[src/rtl/group_8_mac_sequencer_pkg.sv]
// Shared types and widths for the group-8 MAC sequencer.
// Lane geometry, accumulator/error widths and FSM states.
package group_8_mac_sequencer_pkg;

    localparam int LANE_W  = 8;
    localparam int LANES   = 8;
    localparam int VEC_W   = LANE_W * LANES;
    localparam int ACC_W   = 24;
    localparam int EPROD_W = 16;

    typedef enum logic [2:0] {
        S_IDLE,
        S_ISSUE,
        S_WAIT,
        S_DRAIN,
        S_OUT
    } state_e;

endpackage

[src/rtl/group_8_mac_lat_counter.sv]
// MAC latency down-counter shared by WAIT and DRAIN.
// done_o fires in the cycle the MAC outputs are valid.
module group_8_mac_lat_counter #(
    parameter int MAC_LATENCY = 2
) (
    input  logic clk,
    input  logic rst_n,
    input  logic load_i,
    input  logic en_i,
    output logic done_o
);

    localparam int CW = $clog2(MAC_LATENCY + 1);

    logic [CW-1:0] cnt_q;
    logic [CW-1:0] cnt_d;

    // load on issue, count down while waiting
    always_comb begin
        cnt_d = cnt_q;
        if (load_i) begin
            cnt_d = CW'(MAC_LATENCY);
        end else if (en_i && cnt_q != '0) begin
            cnt_d = cnt_q - CW'(1);
        end
    end

    // counter register
    always_ff @(posedge clk) begin
        if (!rst_n) cnt_q <= '0;
        else        cnt_q <= cnt_d;
    end

    assign done_o = en_i && (cnt_q == CW'(1));

endmodule

[src/rtl/group_8_mac_sequencer.sv]
// Sequences 8-lane tiles through an external MAC with
// error-compensation feedback and a final drain issue.
module group_8_mac_sequencer
    import group_8_mac_sequencer_pkg::*;
#(
    parameter int MAC_LATENCY = 2,
    parameter int TILE_W      = 8
) (
    input  logic               clk,
    input  logic               rst_n,
    input  logic               start,
    input  logic [TILE_W-1:0]  num_tiles,
    input  logic [ACC_W-1:0]   bias_in,
    input  logic               in_valid,
    output logic               in_ready,
    input  logic [VEC_W-1:0]   in_weights,
    input  logic [VEC_W-1:0]   in_activations,
    output logic [VEC_W-1:0]   mac_weights,
    output logic [VEC_W-1:0]   mac_activations,
    output logic [ACC_W-1:0]   mac_partial_sum_in,
    output logic [EPROD_W-1:0] mac_error_product_in,
    output logic               mac_error_in,
    input  logic [ACC_W-1:0]   mac_partial_sum_out,
    input  logic [EPROD_W-1:0] mac_error_product_out,
    input  logic               mac_error_out,
    output logic [ACC_W-1:0]   result,
    output logic               result_valid,
    input  logic               result_ready,
    output logic               busy
);

    state_e              state_q, state_d;
    logic [TILE_W-1:0]   tile_q, tile_d;
    logic [ACC_W-1:0]    acc_q, acc_d;
    logic                epend_q, epend_d;
    logic [EPROD_W-1:0]  eprod_q, eprod_d;
    logic [VEC_W-1:0]    w_q, w_d;
    logic [VEC_W-1:0]    a_q, a_d;
    logic [ACC_W-1:0]    psin_q, psin_d;
    logic [EPROD_W-1:0]  epin_q, epin_d;
    logic                ein_q, ein_d;
    logic [ACC_W-1:0]    res_q, res_d;
    logic                lat_load;
    logic                lat_en;
    logic                lat_done;

    group_8_mac_lat_counter #(
        .MAC_LATENCY(MAC_LATENCY)
    ) u_lat (
        .clk   (clk),
        .rst_n (rst_n),
        .load_i(lat_load),
        .en_i  (lat_en),
        .done_o(lat_done)
    );

    // next-state, datapath and MAC issue decisions
    always_comb begin
        state_d  = state_q;
        tile_d   = tile_q;
        acc_d    = acc_q;
        epend_d  = epend_q;
        eprod_d  = eprod_q;
        w_d      = w_q;
        a_d      = a_q;
        psin_d   = psin_q;
        epin_d   = epin_q;
        ein_d    = ein_q;
        res_d    = res_q;
        lat_load = 1'b0;
        lat_en   = 1'b0;
        unique case (state_q)
            S_IDLE: begin
                if (start) begin
                    tile_d  = num_tiles;
                    acc_d   = bias_in;
                    epend_d = 1'b0;
                    eprod_d = '0;
                    state_d = (num_tiles == '0) ? S_OUT : S_ISSUE;
                end
            end
            S_ISSUE: begin
                if (in_valid) begin
                    w_d      = in_weights;
                    a_d      = in_activations;
                    psin_d   = acc_q;
                    ein_d    = epend_q;
                    epin_d   = eprod_q;
                    tile_d   = tile_q - TILE_W'(1);
                    lat_load = 1'b1;
                    state_d  = S_WAIT;
                end
            end
            S_WAIT: begin
                lat_en = 1'b1;
                ein_d  = 1'b0;
                if (lat_done) begin
                    acc_d   = mac_partial_sum_out;
                    epend_d = mac_error_out;
                    eprod_d = mac_error_out ? mac_error_product_out : '0;
                    if (tile_q != '0) begin
                        state_d = S_ISSUE;
                    end else if (mac_error_out) begin
                        // last tile left an error: one zero-operand issue
                        w_d      = '0;
                        a_d      = '0;
                        psin_d   = mac_partial_sum_out;
                        ein_d    = 1'b1;
                        epin_d   = mac_error_product_out;
                        lat_load = 1'b1;
                        state_d  = S_DRAIN;
                    end else begin
                        state_d = S_OUT;
                    end
                end
            end
            S_DRAIN: begin
                lat_en = 1'b1;
                ein_d  = 1'b0;
                if (lat_done) begin
                    acc_d   = mac_partial_sum_out;
                    epend_d = 1'b0;
                    eprod_d = '0;
                    state_d = S_OUT;
                end
            end
            S_OUT: begin
                if (result_ready) state_d = S_IDLE;
            end
            default: state_d = S_IDLE;
        endcase
        if (state_d == S_OUT && state_q != S_OUT) res_d = acc_d;
    end

    // state and datapath registers
    always_ff @(posedge clk) begin
        if (!rst_n) begin
            state_q <= S_IDLE;
            tile_q  <= '0;
            acc_q   <= '0;
            epend_q <= 1'b0;
            eprod_q <= '0;
            w_q     <= '0;
            a_q     <= '0;
            psin_q  <= '0;
            epin_q  <= '0;
            ein_q   <= 1'b0;
            res_q   <= '0;
        end else begin
            state_q <= state_d;
            tile_q  <= tile_d;
            acc_q   <= acc_d;
            epend_q <= epend_d;
            eprod_q <= eprod_d;
            w_q     <= w_d;
            a_q     <= a_d;
            psin_q  <= psin_d;
            epin_q  <= epin_d;
            ein_q   <= ein_d;
            res_q   <= res_d;
        end
    end

    assign in_ready             = (state_q == S_ISSUE);
    assign result_valid         = (state_q == S_OUT);
    assign busy                 = (state_q != S_IDLE);
    assign result               = res_q;
    assign mac_weights          = w_q;
    assign mac_activations      = a_q;
    assign mac_partial_sum_in   = psin_q;
    assign mac_error_product_in = epin_q;
    assign mac_error_in         = ein_q;

endmodule

[config.mk]
export PLATFORM = sky130hd
export DESIGN_NAME = group_8_mac_sequencer
export DESIGN_NICKNAME = d
export VERILOG_FILES = /design/src/rtl/group_8_mac_sequencer_pkg.sv /design/src/rtl/group_8_mac_lat_counter.sv /design/src/rtl/group_8_mac_sequencer.sv
export SDC_FILE = /design/constraint.sdc
export NUM_CORES = 1
export LEC_CHECK = 0
export CAP_MARGIN = 5
export CORE_MARGIN = 2
export CORE_UTILIZATION = 30
export DETAILED_ROUTE_END_ITERATION = 8
export PLACE_DENSITY_LB_ADDON = 0.12
export RECOVER_POWER = 25
export SLEW_MARGIN = 30
export SYNTH_ARGS = -nofsm -noshare
export SYNTH_HDL_FRONTEND = slang
export SYNTH_SLANG_ARGS = --single-unit
[constraint.sdc]
create_clock -name clk -period 2.4 [get_ports clk]
set_clock_uncertainty 0.05 [all_clocks]
set_input_delay 0.48 -clock clk [delete_from_list [all_inputs] [get_ports clk]]
set_output_delay 0.48 -clock clk [all_outputs]
set_load 0.005 [all_outputs]
==> summary.txt <==
Layout
  – FF/Latch Area: 4950 sq um
  – Filler cells: 3259
  – Most frequent cells in the layout: 300 x clkdlybuf4s50_1, 246 x dfxtp_1, 236 x nand2_1, 170 x nand3_1, 128 x a21boi_1
  – Fin cells: 2012
  – Multi-input gate area: 4860 sq um
  – Nets: 1751
  – Commonest non-fill, non-tap cell in the layout: clkdlybuf4s50_1
  – Share of cells above drive strength 1: 9.09%
  – Post-route cell area: 16000 sq um
  – Layout area overhead: 55.6%

Setup path
  – CP Class: flop to flop
  – Slowest CP cell: or4b_4
  – CP max stage delay: 510 ps
  – Flop2flop setup slack: 70 ps
  – R2R Path End: result[16]
  – Crit path DAT: 2700 ps
  – Critical Path Fanout Max: 6
  – CP endpoint kind: flop
  – Critical R2R Launch: tile_q[1]
  – Crit-path cells: inv_1 -> ha_1 -> or4b_4 -> nor3_4 -> o21ai_2 -> a21oi_4 -> buf_12 -> buf_6 -> mux2_2
  – Capture point of the critical path: result[16]
  – Cell family with most CP delay: simple AND/OR/NAND/NOR gates
  – Buf/Inv on CP: 3
  – R2R cell count: 9
  – Req. time, crit path: 2770 ps
  – CP startpoint: tile_q[1]
  – Stages on the worst setup path: 9
  – Crit start category: flop

Yosys
  – EDFF count, synth: 0
  – Cell variety after synth: 46
  – Yosys warns: 0
  – Post-Syn Instances: 1158
  – Post-synthesis net count: 1368
  – Synthesized area: 10300 sq um
  – Main flop type after synthesis: dfxtp_1
  – Yosys reg bits: 247
  – Async S/R FF share, synth: 0%
  – Synthesized area per cell: 8.90 sq um
  – Post-synthesis sequential area ratio: 48.0%

Placement
  – Placed insts: 1951
  – Place WS: -465 ps
  – DP HPWL: 24400 microns
  – Placed cell areas: 14900 sq um
  – GP Congestion: 0.777
  – I/O Buffers: 401

Global routing
  – Largest net degree at the start of global routing: 109
  – Global-route wire length before repair: 54700 microns
  – GRT overflow: 0
  – Initial antenna violation count: 2
  – All-Layer GR Usage: 19.0%
  – Vias in the first global route: 9312

Timing
  – Final Cycle Share: 97.1%
  – Fmax: 429 MHz
  – Final worst setup slack: 70.8 ps
  – Final worst path period need: 2330 ps
  – Final hold viol count: 0
  – Setup-failing EPs final: 0
  – Fin Setup TNS: 0 ps
  – RSZ-0062 raised after global routing: false
  – Worst slew pin tran: 807 ps
  – Slew Limit Fails: 0
  – Worst slew margin: 46.2%

Clocking
  – CTS Sinks: 247
  – CTS tree: done
  – CTS Buf Count: 29
  – Worst-path clk slew: 60 ps
  – H-tree lvl count: 1
  – Bufs on Longest Clock Path: 3
  – Clk Latency, worst-skew pair: 540 ps
  – Root Driver: clkbuf_16

Pwr
  – Peak VDD IR: 0.500 mV
  – Overall power: 10.3 mW
  – Pwr Density: 641 nW/um^2
  – Leak: 6.42 nW

Detailed routing
  – DR pass1 iterations: 4
  – DR DRC count: 0
  – DR vias/cell: 4.75
  – Met1 Wirelength: 15500 microns
  – Initial detailed-routing violation count: 413
  – Detail Route Antenna Nets: 0
  – Met3 Wirelength: 2700 microns
  – WL/cell: 17.8 microns
  – Met2 wire len: 16900 microns
  – Max Used Layer: met4
  – Final wirelength: 35800 microns
  – Vias: 9549

Job
  – MaxCap Viol Count: 0

Die
  – Ports: 402
  – Core footprint: 33700 sq um
  – Die area: 35900 sq um
  – Site row count: 67
  – Chip height: 189 microns
  – Initial core utilization: 30.6%
  – Die W: 189 microns

Hold path
  – Worst min-delay path class: flop to flop

Outcome
  – Status: completed
[synth_stat cells (2+ instances only)]
| cell type | n | area share [%] |
|---|---|---|
| a211oi_1 | 3 | 0.22 |
| mux2_2 | 24 | 2.6 |
| buf_2 | 23 | 1.1 |
| nand2_1 | 236 | 8.6 |
| o211a_1 | 40 | 3.9 |
| a22oi_1 | 42 | 3.1 |
| buf_4 | 5 | 0.36 |
| nor4_1 | 3 | 0.18 |
| nor3_1 | 5 | 0.24 |
| o221a_2 | 3 | 0.33 |
| o21ai_0 | 8 | 0.39 |
| nor2_1 | 22 | 0.80 |
| nor2b_1 | 17 | 1.0 |
| and3b_1 | 2 | 0.17 |
| dfxtp_1 | 247 | 48 |
| a21boi_0 | 24 | 1.7 |
| nand3_1 | 170 | 8.3 |
| or3_1 | 2 | 0.12 |
| a31oi_1 | 2 | 0.12 |
| a21boi_1 | 128 | 9.3 |
| and2_1 | 27 | 1.6 |
| a41oi_1 | 2 | 0.17 |
| inv_1 | 5 | 0.18 |
| nand2b_1 | 7 | 0.42 |
| buf_6 | 17 | 1.9 |
| nor3b_1 | 4 | 0.29 |
| a21oi_1 | 9 | 0.44 |
| clkbuf_1 | 60 | 2.2 |
| ha_1 | 4 | 0.49 |
[area by class of cell]
| class | instances | area share (%) |
|---|---|---|
| Sequential cell | 247 | 30.8 |
| Clock buffer | 45 | 5.40 |
| Tap cell | 448 | 3.49 |
| Timing Repair Buffer | 457 | 29.3 |
| Inverter | 5 | 0.125 |
| Clock inverter | 7 | 0.569 |
| Multi-Input combinational cell | 801 | 30.3 |
| Antenna cell | 2 | 0.0312 |
[logic make-up (layout without fill, tap and decap cells)]
logic type | after synthesis | count (layout) | synth area share, %
DFF | 247 | 247 | 48.0
AOI/OAI and AO/OA | 267 | 267 | 20.2
muxes | 25 | 25 | 2.72
xor gates and xnor gates | 1 | 1 | 0.0850
buffers and inverters | 110 | 514 | 5.71
adders and majority gates | 4 | 4 | 0.486
and+or+nand+nor | 504 | 504 | 22.8
other | 0 | 2 | 0
[repair_timing]
item | in CTS | in global routing
gates cloned | 0 | 3
setup buffers | 1 | 3
setup endpoints to repair | 3 | 28
gates resized for setup | 6 | 12
pin swaps | 0 | 3
hold buffers | 0 | 0
[power by group]
| part | leakage [nW] | switching, mW | total, mW | internal, mW |
|---|---|---|---|---|
| Sequential | 2.01 | 0.0955 | 4.38 | 4.28 |
| Clock | 0.469 | 1.72 | 4.40 | 2.67 |
| Combinational | 3.94 | 0.675 | 1.50 | 0.826 |
| Total | 6.42 | 2.50 | 10.3 | 7.78 |
[worst register-to-register path, delay by kind of cell, from the launching register on]
family / cells / cell delay (ps)
muxes: 1 / 330
AOI/OAI and AO/OA: 2 / 270
DFF: 1 / 310
buffers and inverters: 3 / 370
adders and majority gates: 1 / 140
and+or+nand+nor: 2 / 740
[worst min path at each step]
stage	from	endpoint	slack (ps)	cells past startpoint
final	mac_weights[34]	mac_weights[34]	390	2
after global routing	mac_activations[36]	mac_activations[36]	410	2
after CTS	mac_weights[59]	mac_weights[59]	400	2
after detailed placement	mac_weights[59]	mac_weights[59]	390	2
after global placement	mac_weights[23]	mac_weights[23]	390	2
after floorplan	mac_activations[0]	mac_activations[0]	400	2
[stage by stage]
stage          util [%]  hold slack (ps)
2_1_floorplan         -              397
3_3_place_gp       44.3              387
3_5_place_dp       44.3              391
4_1_cts            47.2              399
5_1_grt            47.6              412
6_report           47.6              394
[metal layers]
layer	global-route usage (%)	up-vias
met3	5.08	42
met1	24.2	4430
li1	-	4777
met4	4.71	0
met2	31.9	300
met5	0	-
[flip-flops by register name, indices dropped and copies added, names as in the netlist, 8 cells and up]
name and count:
mac_activations 64, mac_weights 64, acc_q 24, mac_partial_sum_in 24
result 24, eprod_q 16, mac_error_product_in 16, tile_q 8
No activity file was read; power rests on OpenSTA's default activity.
